File: src/rtl/cpu_pkg.sv
// Shared CPU definitions: default widths, fetch-unit state encoding and the
// packed instruction word type.
// Ports: none (package).
package cpu_pkg;

  localparam int CPU_DATA_W     = 8;
  localparam int CPU_ADDR_W     = 16;
  localparam int CPU_INSN_BYTES = 3;

  typedef enum logic {
    RUN   = 1'b0,
    FLUSH = 1'b1
  } ifu_state_t;

  // Lowest-address byte sits in bits [CPU_DATA_W-1:0].
  typedef logic [CPU_DATA_W*CPU_INSN_BYTES-1:0] insn_t;

endpackage

File: src/rtl/ifu_prefetch_if.sv
// Fetch-unit bundle: byte read port to program memory, branch redirect input
// and the valid/ready instruction port towards execution control.
// Ports: master = fetch unit side, slave = memory / consumer / branch side.
interface ifu_prefetch_if #(
  parameter int DATA_W     = 8,
  parameter int ADDR_W     = 16,
  parameter int INSN_BYTES = 3
);

  logic                         mem_re;
  logic [ADDR_W-1:0]            mem_addr;
  logic [DATA_W-1:0]            mem_rdata;
  logic                         mem_ready;
  logic                         br_valid;
  logic [ADDR_W-1:0]            br_target;
  logic                         instr_valid;
  logic [DATA_W*INSN_BYTES-1:0] instr_data;
  logic [ADDR_W-1:0]            instr_pc;
  logic                         instr_ready;
  logic [ADDR_W-1:0]            fetch_pc;

  modport master (
    output mem_re, mem_addr, instr_valid, instr_data, instr_pc, fetch_pc,
    input  mem_rdata, mem_ready, br_valid, br_target, instr_ready
  );

  modport slave (
    input  mem_re, mem_addr, instr_valid, instr_data, instr_pc, fetch_pc,
    output mem_rdata, mem_ready, br_valid, br_target, instr_ready
  );

endinterface

File: src/rtl/ifu_queue.sv
// Synchronous FIFO of DEPTH entries, W bits wide; flush beats push and pop.
// Latency: a push is visible at the head on the edge after it is written.
// Backpressure: push ignored when full, pop ignored when empty.
// Ports: clk/rst, push/push_dat, pop, flush, head_dat, count, full, empty.
module ifu_queue #(
  parameter int W     = 32,
  parameter int DEPTH = 4
) (
  input  logic                       clk,
  input  logic                       rst,
  input  logic                       push,
  input  logic [W-1:0]               push_dat,
  input  logic                       pop,
  input  logic                       flush,
  output logic [W-1:0]               head_dat,
  output logic [$clog2(DEPTH):0]     count,
  output logic                       full,
  output logic                       empty
);

  localparam int PTR_W = $clog2(DEPTH);
  localparam int CNT_W = PTR_W + 1;

  logic [W-1:0]     store_q [DEPTH];
  logic [PTR_W-1:0] wr_ptr_q;
  logic [PTR_W-1:0] rd_ptr_q;
  logic [CNT_W-1:0] count_q;
  logic             do_push;
  logic             do_pop;

  assign empty    = (count_q == '0);
  assign full     = (count_q == CNT_W'(DEPTH));
  assign count    = count_q;
  assign head_dat = store_q[rd_ptr_q];
  assign do_push  = push && !full && !flush;
  assign do_pop   = pop && !empty && !flush;

  // Storage needs no reset: the head is only observed while non-empty.
  always_ff @(posedge clk) begin
    if (do_push) store_q[wr_ptr_q] <= push_dat;
  end

  always_ff @(posedge clk or posedge rst) begin
    if (rst) begin
      wr_ptr_q <= '0;
      rd_ptr_q <= '0;
      count_q  <= '0;
    end else if (flush) begin
      wr_ptr_q <= '0;
      rd_ptr_q <= '0;
      count_q  <= '0;
    end else begin
      if (do_push) wr_ptr_q <= wr_ptr_q + 1'b1;
      if (do_pop)  rd_ptr_q <= rd_ptr_q + 1'b1;
      if (do_push && !do_pop)      count_q <= count_q + 1'b1;
      else if (do_pop && !do_push) count_q <= count_q - 1'b1;
    end
  end

endmodule

File: src/rtl/ifu_prefetch.sv
// Instruction prefetch: byte reads from program memory assembled into
// INSN_BYTES-wide words, queued DEPTH deep with their PC; branches flush.
// Latency: head valid on the edge after the last byte of a word is accepted.
// Backpressure: reads stall when the queue is full or mem_ready is low; a
// partially assembled word is held until space frees up.
// Ports: clk, rst (async, active high), bus (ifu_prefetch_if.master).
module ifu_prefetch
  import cpu_pkg::*;
#(
  parameter int                DATA_W     = CPU_DATA_W,
  parameter int                ADDR_W     = CPU_ADDR_W,
  parameter int                INSN_BYTES = CPU_INSN_BYTES,
  parameter int                DEPTH      = 4,
  parameter logic [ADDR_W-1:0] RESET_PC   = '0
) (
  input logic                clk,
  input logic                rst,
  ifu_prefetch_if.master     bus
);

  localparam int INSN_W = DATA_W * INSN_BYTES;
  localparam int IDX_W  = (INSN_BYTES > 1) ? $clog2(INSN_BYTES) : 1;
  localparam int CNT_W  = $clog2(DEPTH) + 1;
  localparam logic [IDX_W-1:0] LAST_IDX = IDX_W'(INSN_BYTES - 1);

  ifu_state_t                           state_q;
  logic [ADDR_W-1:0]                    fetch_pc_q;
  logic [ADDR_W-1:0]                    start_pc_q;
  logic [IDX_W-1:0]                     idx_q;
  logic [INSN_BYTES-1:0][DATA_W-1:0]    asm_q;
  logic [INSN_BYTES-1:0][DATA_W-1:0]    asm_next;

  logic                     accept;
  logic                     last_byte;
  logic                     q_push;
  logic                     q_pop;
  logic                     q_full;
  logic                     q_empty;
  logic [CNT_W-1:0]         q_count;
  logic [INSN_W+ADDR_W-1:0] q_head;

  // Gated by rst so no request is visible while reset is held.
  assign bus.mem_re   = !rst && (state_q == RUN) && (q_count < CNT_W'(DEPTH));
  assign bus.mem_addr = fetch_pc_q;
  assign bus.fetch_pc = fetch_pc_q;

  assign accept    = bus.mem_re && bus.mem_ready;
  assign last_byte = (idx_q == LAST_IDX);
  assign q_push    = accept && last_byte && !bus.br_valid;
  assign q_pop     = bus.instr_ready && !q_empty;

  // Current assembly with the incoming byte merged in, so the push carries
  // the final byte without waiting an extra cycle.
  always_comb begin
    asm_next        = asm_q;
    asm_next[idx_q] = bus.mem_rdata;
  end

  assign bus.instr_valid = !q_empty;
  assign bus.instr_data  = q_empty ? '0 : q_head[INSN_W+ADDR_W-1:ADDR_W];
  assign bus.instr_pc    = q_empty ? '0 : q_head[ADDR_W-1:0];

  always_ff @(posedge clk or posedge rst) begin
    if (rst) begin
      state_q    <= RUN;
      fetch_pc_q <= RESET_PC;
      start_pc_q <= RESET_PC;
      idx_q      <= '0;
      asm_q      <= '0;
    end else if (bus.br_valid) begin
      // Any byte accepted this cycle belongs to the old stream; drop it.
      state_q    <= FLUSH;
      fetch_pc_q <= bus.br_target;
      start_pc_q <= bus.br_target;
      idx_q      <= '0;
    end else begin
      state_q <= RUN;
      if (accept) begin
        asm_q      <= asm_next;
        fetch_pc_q <= fetch_pc_q + 1'b1;
        if (last_byte) begin
          idx_q      <= '0;
          start_pc_q <= fetch_pc_q + 1'b1;
        end else begin
          idx_q <= idx_q + 1'b1;
        end
      end
    end
  end

  ifu_queue #(
    .W     (INSN_W + ADDR_W),
    .DEPTH (DEPTH)
  ) u_queue (
    .clk      (clk),
    .rst      (rst),
    .push     (q_push),
    .push_dat ({asm_next, start_pc_q}),
    .pop      (q_pop),
    .flush    (bus.br_valid),
    .head_dat (q_head),
    .count    (q_count),
    .full     (q_full),
    .empty    (q_empty)
  );

  // Requests are only issued below DEPTH, so a push never meets a full queue.
  logic unused_full;
  assign unused_full = q_full;

endmodule

File: src/flat_wrapper.sv
// flat-port wrapper written by rule: the top's interface ports become plain ports
module ifu_prefetch_flat import cpu_pkg::*;
#(
  parameter int                DATA_W     = CPU_DATA_W,
  parameter int                ADDR_W     = CPU_ADDR_W,
  parameter int                INSN_BYTES = CPU_INSN_BYTES,
  parameter int                DEPTH      = 4,
  parameter logic [ADDR_W-1:0] RESET_PC   = '0
)
  (clk, rst, bus_mem_re, bus_mem_addr, bus_instr_valid, bus_instr_data, bus_instr_pc, bus_fetch_pc, bus_mem_rdata, bus_mem_ready, bus_br_valid, bus_br_target, bus_instr_ready);
  ifu_prefetch_if #(.DATA_W(DATA_W), .ADDR_W(ADDR_W), .INSN_BYTES(INSN_BYTES)) bus_i ();
  input logic clk;
  input logic rst;
  output wire logic [$bits(bus_i.mem_re)-1:0] bus_mem_re;
  output wire logic [$bits(bus_i.mem_addr)-1:0] bus_mem_addr;
  output wire logic [$bits(bus_i.instr_valid)-1:0] bus_instr_valid;
  output wire logic [$bits(bus_i.instr_data)-1:0] bus_instr_data;
  output wire logic [$bits(bus_i.instr_pc)-1:0] bus_instr_pc;
  output wire logic [$bits(bus_i.fetch_pc)-1:0] bus_fetch_pc;
  input wire logic [$bits(bus_i.mem_rdata)-1:0] bus_mem_rdata;
  input wire logic [$bits(bus_i.mem_ready)-1:0] bus_mem_ready;
  input wire logic [$bits(bus_i.br_valid)-1:0] bus_br_valid;
  input wire logic [$bits(bus_i.br_target)-1:0] bus_br_target;
  input wire logic [$bits(bus_i.instr_ready)-1:0] bus_instr_ready;
  assign bus_mem_re = bus_i.mem_re;
  assign bus_mem_addr = bus_i.mem_addr;
  assign bus_instr_valid = bus_i.instr_valid;
  assign bus_instr_data = bus_i.instr_data;
  assign bus_instr_pc = bus_i.instr_pc;
  assign bus_fetch_pc = bus_i.fetch_pc;
  assign bus_i.mem_rdata = bus_mem_rdata;
  assign bus_i.mem_ready = bus_mem_ready;
  assign bus_i.br_valid = bus_br_valid;
  assign bus_i.br_target = bus_br_target;
  assign bus_i.instr_ready = bus_instr_ready;
  ifu_prefetch #(.DATA_W(DATA_W), .ADDR_W(ADDR_W), .INSN_BYTES(INSN_BYTES), .DEPTH(DEPTH), .RESET_PC(RESET_PC)) u_core (.clk(clk), .rst(rst), .bus(bus_i));
endmodule
File: config.mk
export PLATFORM = sky130hd
export DESIGN_NAME = ifu_prefetch_flat
export DESIGN_NICKNAME = d
export VERILOG_FILES = /design/src/rtl/cpu_pkg.sv /design/src/rtl/ifu_prefetch_if.sv /design/src/rtl/ifu_queue.sv /design/src/rtl/ifu_prefetch.sv /design/src/flat_wrapper.sv
export SDC_FILE = /design/constraint.sdc
export NUM_CORES = 1
export LEC_CHECK = 0
export BUFFER_PORTS_ARGS = -buffer_cell sky130_fd_sc_hd__buf_4
export CAP_MARGIN = 20
export CORE_MARGIN = 10
export CORE_UTILIZATION = 60
export CTS_BUF_LIST = sky130_fd_sc_hd__clkbuf_4 sky130_fd_sc_hd__clkbuf_8
export CTS_CLUSTER_SIZE = 20
export DETAILED_ROUTE_END_ITERATION = 8
export GPL_TIMING_DRIVEN = 0
export PLACE_DENSITY = 0.81
export SLEW_MARGIN = 20
export SYNTH_ARGS = -nofsm -noshare
export SYNTH_HDL_FRONTEND = slang
export SYNTH_SLANG_ARGS = --single-unit
File: constraint.sdc
create_clock -name clk -period 3.5 [get_ports clk]
set_input_delay 0.35 -clock clk [delete_from_list [all_inputs] [get_ports clk]]
set_output_delay 0.35 -clock clk [all_outputs]
set_load 0.005 [all_outputs]
==> results.py, run 1 <==
metrics = {
    "grt": {
        "grt-ovfl-total": 0,
        "grt_pass1_wl_mm": 36.2,
        "antenna_found_initial": 0,
        "grt_use_total_pct": 20.8,
        "grt_pass1_vias": 6768,
        "grt_max_degree": 45,
    },
    "floorplanning": {
        "core_sq_um": 15900,
        "die_w_um": 148,
        "dieArea_sq_um": 21800,
        "start_util_pct": 61.4,
        "die_y_um": 148,
        "fp-row-count": 46,
        "ioPinCount": 103,
    },
    "setup_path": {
        "critical-path-slowest-cell": "buf_1",
        "worst_ep_required_time_ps": 3150,
        "cp_top_family": "buffers and inverters",
        "crit_path_end_kind": "output port",
        "cp_data_arrival_time_ps": 2900,
        "worstSetupStartpointType": "register",
        "path_class": "reg -> out",
        "path_buf_inv": 3,
        "worstPathCellList": "clkbuf_1 > buf_1 > mux4_2 > and2_1 > buf_4",
        "worstPathMaxFanout": 10,
        "slowest_delay_ps": 800,
    },
    "layout": {
        "utilization_pct": 73.3,
        "diodes": 0,
        "syn2layout_area_growth_pct": 19.3,
        "nets": 835,
        "drive_gt1_share_pct": 33.1,
    },
    "sta": {
        "timing.hold.ws_ps": 81.7,
        "rsz0062_at_grt": "false",
        "tightest_slew_ps": 1010,
        "setup_viol": 0,
        "drv_slew": 0,
        "max_freq_mhz": 308,
        "clock_skew_ps": 18.5,
        "fin_crit_sh_pct": 92.8,
        "max_slew_margin_pct": 32.6,
        "finalCriticalPeriod_ps": 3250,
        "hold_viol": 0,
    },
    "synthesis": {
        "syn-instance-count": 653,
        "synth_top_area_share_pct": 49.1,
        "synth_fp_nets": 688,
        "avgSynthCellArea_sq_um": 15.0,
        "syn_area_sq_um": 9790,
        "ys_seq_area_share_pct": 65.9,
        "synth_top_area_cell": "edfxtp_1",
        "yosys_warnings": 0,
        "synth_seq_cells": 226,
        "ys_top_cells_by_area": "edfxtp_1 (49%), dfrtp_1 (17%), mux4_2 (9.2%)",
        "synth.distinct_cells": 44,
    },
    "detailed_routing": {
        "met2WireLength_mm": 11.4,
        "maxUsedRoutingLayer": "met4",
        "met3_wirelength_mm": 1.71,
        "final_antenna_net_count": 0,
        "drt_first_pass_iters": 5,
        "vias": 6189,
        "via_per_inst": 5.94,
        "drtIter0Drc": 697,
        "route.detailed.drc": 0,
        "met1_length_mm": 8.98,
        "totalWireLength_mm": 22.5,
        "wl_per_cell_um": 21.6,
    },
    "placement": {
        "hpwl_mm": 15.0,
        "place.gp.congestion": 0.848,
        "io_buffers": 102,
    },
    "run": {
        "maxCapViolCount": 0,
    },
    "power_and_ir_drop": {
        "p_per_area_nw_per_um2": 544,
        "power.total_mw": 6.36,
        "p_seq_share_pct": 50.3,
        "p_int_mw": 4.77,
        "switching_share_pct": 24.9,
        "power.switching_mw": 1.58,
        "irDropWorstVdd_uv": 251,
        "pwr-share-clk_pct": 35.2,
        "combPwrFrac_pct": 14.5,
        "p_leak_nw": 4.38,
    },
    "clock_network": {
        "clockRootBuffer": "clkbuf_8",
        "cts_buffer_depth": 3,
        "clkSlewWorstSetupHoldPaths_ps": 70,
        "cts.sinks": 226,
        "worstSkewPairLatency_ps": 500,
        "cts_tree": "done",
        "numCtsBuffers": 36,
        "cts_resized": 0,
        "htreeDepth": 2,
    },
    "run_status": {
        "status": "finished clean",
    },
    "min_path": {
        "worstHoldPathType": "in -> reg",
    },
}
-- metrics by stage --
step	cells	cell area, sq um	TNS [ps]	worst slack (ps)
global route	1042	11700	0	45.2
CTS	1042	11700	0	194
detailed placement	976	10900	0	374
floorplan	653	9790	0	478
finish	1042	11700	0	253
global placement	971	10800	-79660	-506
-- tightest hold or removal path, stage by stage --
cell and delay, ps:
buf_4 70, nand2_1 50, o21ai_0 70
-- registers in the layout, indices dropped and copies added (netlist names) --
name                     count
u_core.u_queue.wr_ptr_q      2
u_core.bus.fetch_pc         16
u_core.state_q               1
u_core.idx_q                 2
u_core.start_pc_q           16
u_core.u_queue.store_q     160
u_core.u_queue.count         3
u_core.asm_q                24
u_core.u_queue.rd_ptr_q      2
-- kinds of logic (layout without fill, tap and decap cells) --
logic type,after synthesis,after routing,share of synthesized area [%]
AOI/OAI and AO/OA,50,50,3.10
xor gates and xnor gates,22,22,1.97
adders and majority gates,6,6,0.843
buffers and inverters,66,239,3.18
DFF,226,226,65.9
muxes,88,88,14.7
and+or+nand+nor,195,195,10.3
-- cell usage after synthesis --
| master | number |
|---|---|
| nand3_1 | 15 |
| xnor2_1 | 16 |
| o211ai_1 | 4 |
| o21a_1 | 2 |
| nand4_1 | 6 |
| nand2b_1 | 3 |
| fa_1 | 1 |
| or4b_2 | 1 |
| buf_2 | 3 |
| a21oi_1 | 6 |
| nor2b_1 | 2 |
| nor4b_1 | 2 |
| nor4_1 | 12 |
| inv_1 | 7 |
| dfrtp_1 | 66 |
| nor2_1 | 19 |
| clkbuf_1 | 31 |
| o21ai_0 | 22 |
| edfxtp_1 | 160 |
| buf_4 | 16 |
| and4_1 | 2 |
| a21o_1 | 1 |
| a31oi_1 | 6 |
| and2_1 | 42 |
| mux2_2 | 43 |
| mux2i_1 | 5 |
| buf_1 | 9 |
| or4_4 | 1 |
| or3_1 | 4 |
| mux4_2 | 40 |
| o31ai_1 | 4 |
| ha_1 | 5 |
| nand3b_1 | 1 |
| nor3_1 | 13 |
| and3_1 | 7 |
| nor3b_1 | 1 |
| or4b_1 | 1 |
| xor2_1 | 6 |
| a2bb2oi_1 | 1 |
| nand2_1 | 61 |
| o31a_1 | 2 |
| or4_1 | 2 |
| a32o_1 | 1 |
| a211oi_1 | 1 |
-- layout by cell type, fill, tap and decap left out, types with 16 or more instances in the layout --
cell	Yosys	routed
clkbuf_1	31	31
clkbuf_8	0	41
mux4_2	40	40
buf_4	16	118
nor2_1	19	19
and2_1	42	42
nand2_1	61	61
xnor2_1	16	16
mux2_2	43	43
o21ai_0	22	22
dfrtp_1	66	66
edfxtp_1	160	160
-- cell type report --
cell class	instances	area, sq um
plain buffers	59	285
clock buffers	48	617
clock inverters	16	100
fillers	1031	4260
inverters	7	28.8
multi-input cells	361	3030
flip-flops and latches	226	6460
well taps	216	270
repair buffers	109	893
-- what timing repair did --
action / in CTS / in global routing
hold endpoints to repair: 23 / 0
hold buffers: 2 / 0
setup buffers: 0 / 0
-- path summary, 6_finish.rpt --
kind	startpoint	to	depth (start not counted)	slack (ps)
max in group asynchronous	rst	u_core.start_pc_q[15]$_DFFE_PP0P_	4	2560
setup reg to reg	u_core.u_queue.count[2]$_DFFE_PP0P_	u_core.u_queue.count[2]$_DFFE_PP0P_	9	330
hold / removal	bus_br_target[4]	u_core.start_pc_q[4]$_DFFE_PP0P_	3	80
min in group asynchronous	rst	u_core.asm_q[5]$_DFFE_PP0P_	3	410
setup / recovery	u_core.u_queue.rd_ptr_q[0]$_DFFE_PP0P_	bus_instr_pc[2]	5	250
hold reg to reg	u_core.asm_q[15]$_DFFE_PP0P_	u_core.asm_q[15]$_DFFE_PP0P_	1	500
-- power groups by stage --
stage / registers [mW] / clock network (mW) / logic, mW
detailed placement: 3.24 / 0 / 0.927
floorplan: 3.20 / 0 / 0.558
global placement: 3.23 / 0 / 0.882
CTS: 3.19 / 2.27 / 0.939
global route: 3.21 / 2.41 / 1.02
finish: 3.19 / 2.24 / 0.924
-- routing by layer --
layer,global-route usage (%),up-vias
met5,0.948,-
met4,6.24,0
met1,26.0,3147
met3,5.22,32
li1,-,2735
met2,35.2,275
(Power assumes the default switching activity.)
==> run 2: changes to the inputs <==
--- a/config.mk
+++ b/config.mk
@@ -7,6 +7,7 @@
 export LEC_CHECK = 0
 export BUFFER_PORTS_ARGS = -buffer_cell sky130_fd_sc_hd__buf_4
 export CAP_MARGIN = 20
+export CORE_ASPECT_RATIO = 1.5
 export CORE_MARGIN = 10
 export CORE_UTILIZATION = 60
 export CTS_BUF_LIST = sky130_fd_sc_hd__clkbuf_4 sky130_fd_sc_hd__clkbuf_8
==> run 2 against run 1 <==
- total power shrank 4.0%
- first-iteration DRC count shrank 29%
- clock-buffer cell count shrank 4
- clock skew grew 2.4 ps
- critical endpoint is now bus_instr_pc[0]
==> results.py, run 2 (synthesized netlist as in run 1, its figures left out) <==
metrics = {
    "detailed_routing": {
        "route.detailed.drc": 0,
        "via_per_inst": 5.85,
        "drtIter0Drc": 494,
        "totalWireLength_mm": 21.7,
        "final_antenna_net_count": 0,
        "vias": 5989,
        "wl_per_cell_um": 21.1,
        "drt_first_pass_iters": 6,
    },
    "setup_path": {
        "worstPathMaxFanout": 10,
        "rr_startpoint": "u_core.u_queue.count[2]$_DFFE_PP0P_",
        "worstSetupStartpointType": "register",
        "slowest_delay_ps": 810,
        "worst_ep_required_time_ps": 3150,
        "crit_start": "u_core.u_queue.rd_ptr_q[0]$_DFFE_PP0P_",
        "worstPathCellList": "clkbuf_1 > buf_1 > mux4_2 > and2_1 > buf_4",
        "cp_top_family": "buffers and inverters",
        "path_class": "reg -> out",
        "crit_path_end_kind": "output port",
        "cp_data_arrival_time_ps": 2940,
        "path_buf_inv": 3,
        "rrSetupSlack_ps": 270,
        "critical-path-slowest-cell": "buf_1",
    },
    "run": {
        "maxCapViolCount": 0,
    },
    "sta": {
        "finalCriticalPeriod_ps": 3290,
        "fin_crit_sh_pct": 94.1,
        "setup_viol": 0,
        "max_freq_mhz": 304,
        "tightest_slew_ps": 1010,
        "drv_slew": 0,
        "max_slew_margin_pct": 32.5,
        "timing.hold.ws_ps": 33.0,
        "fin_tns_setup_ps": 0,
        "hold_viol": 0,
        "rsz0062_at_grt": "false",
        "clock_skew_ps": 21.0,
    },
    "grt": {
        "grt_use_total_pct": 19.6,
        "grt_pass1_wl_mm": 34.5,
        "grt-ovfl-total": 0,
        "grt_pass1_vias": 6540,
        "grt_max_degree": 55,
        "antenna_found_initial": 0,
    },
    "power_and_ir_drop": {
        "p_per_area_nw_per_um2": 526,
        "power.total_mw": 6.10,
        "irDropWorstVdd_uv": 281,
        "p_leak_nw": 4.33,
    },
    "placement": {
        "io_buffers": 102,
        "hpwl_mm": 15.2,
        "place.gp.congestion": 0.896,
    },
    "layout": {
        "diodes": 0,
        "largest_registers": "u_core.u_queue.store_q (160), u_core.asm_q (24)",
        "nets": 829,
        "fill_cells": 1071,
        "drive_gt1_share_pct": 32.5,
        "max_flop_register": "u_core.u_queue.store_q",
        "syn2layout_area_growth_pct": 18.4,
        "final_cell_mix": "edfxtp_1 (160), buf_4 (118), dfrtp_1 (66), nand2_1 (61), mux2_2 (43)",
        "layout.cells.most_common": "edfxtp_1",
        "largest_reg_flops": 160,
    },
    "clock_network": {
        "cts.sinks": 226,
        "cts_buffer_depth": 3,
        "worstSkewPairLatency_ps": 550,
        "numCtsBuffers": 30,
        "clockRootBuffer": "clkbuf_8",
        "cts_tree": "done",
        "clkSlewWorstSetupHoldPaths_ps": 70,
        "htreeDepth": 1,
    },
    "min_path": {
        "worstHoldStart": "bus_br_target[9]",
        "worstHoldPathType": "in -> reg",
    },
    "run_status": {
        "status": "finished clean",
    },
    "floorplanning": {
        "start_util_pct": 60.8,
        "fp-row-count": 57,
        "dieArea_sq_um": 21900,
        "die_y_um": 176,
        "die_w_um": 124,
        "ioPinCount": 103,
        "core_sq_um": 16100,
    },
}
[run 2: final cells by class]
cell class,count,area [sq um],share of cell area [%]
clock inverter,12,83.8,0.723
clock buffer,44,537,4.63
inverter,7,28.8,0.248
timing repair buffer,109,916,7.90
buffer,59,285,2.46
sequential,226,6460,55.7
tap,206,258,2.22
multi-input combinational,361,3030,26.1
[run 2: final timing paths]
path | cells after the start | endpoint
max in group asynchronous | 4 | u_core.u_queue.rd_ptr_q[1]$_DFFE_PP0P_
min in group asynchronous | 3 | u_core.state_q$_DFF_PP0_
hold reg to reg | 1 | u_core.asm_q[3]$_DFFE_PP0P_
setup / recovery | 5 | bus_instr_pc[0]
hold / removal | 3 | u_core.bus.fetch_pc[9]$_DFFE_PP0P_
setup reg to reg | 9 | u_core.u_queue.count[2]$_DFFE_PP0P_
[run 2: metrics by stage]
stage	setup slack [ps]	cell area [sq um]	cells	utilization (%)
3_3_place_gp	-536	10800	961	67.1
6_report	207	11600	1024	71.9
4_1_cts	114	11600	1024	71.9
2_1_floorplan	478	9790	653	-
5_1_grt	36.3	11600	1024	71.9
3_5_place_dp	314	11000	966	68.0
[run 2: worst min-delay path: stages]
cell and delay, ps:
buf_4 70, nand2_1 50, o21ai_0 70
[run 2: metal layers]
layer / vias to the layer above / track usage [%] / part of all wire (%)
li1: 2724 / - / -
met3: 48 / 3.09 / 5.1
met4: 0 / 9.06 / 3.2
met5: - / 0 / 0
met1: 2986 / 21.5 / 37
met2: 231 / 36.2 / 55
[run 2: power breakdown]
part / leakage [nW] / total [mW] / internal (mW) / switching [mW]
sequential: 2.28 / 3.19 / 3.08 / 0.111
combinational: 1.72 / 0.918 / 0.464 / 0.454
clock: 0.327 / 1.99 / 1.06 / 0.932
[run 2: repair_timing]
action | 4_1_cts | 5_1_grt
hold buffers | 2 | 0
resized for setup | 0 | 0
buffers inserted | 0 | 0
hold endpoints to repair | 13 | 0
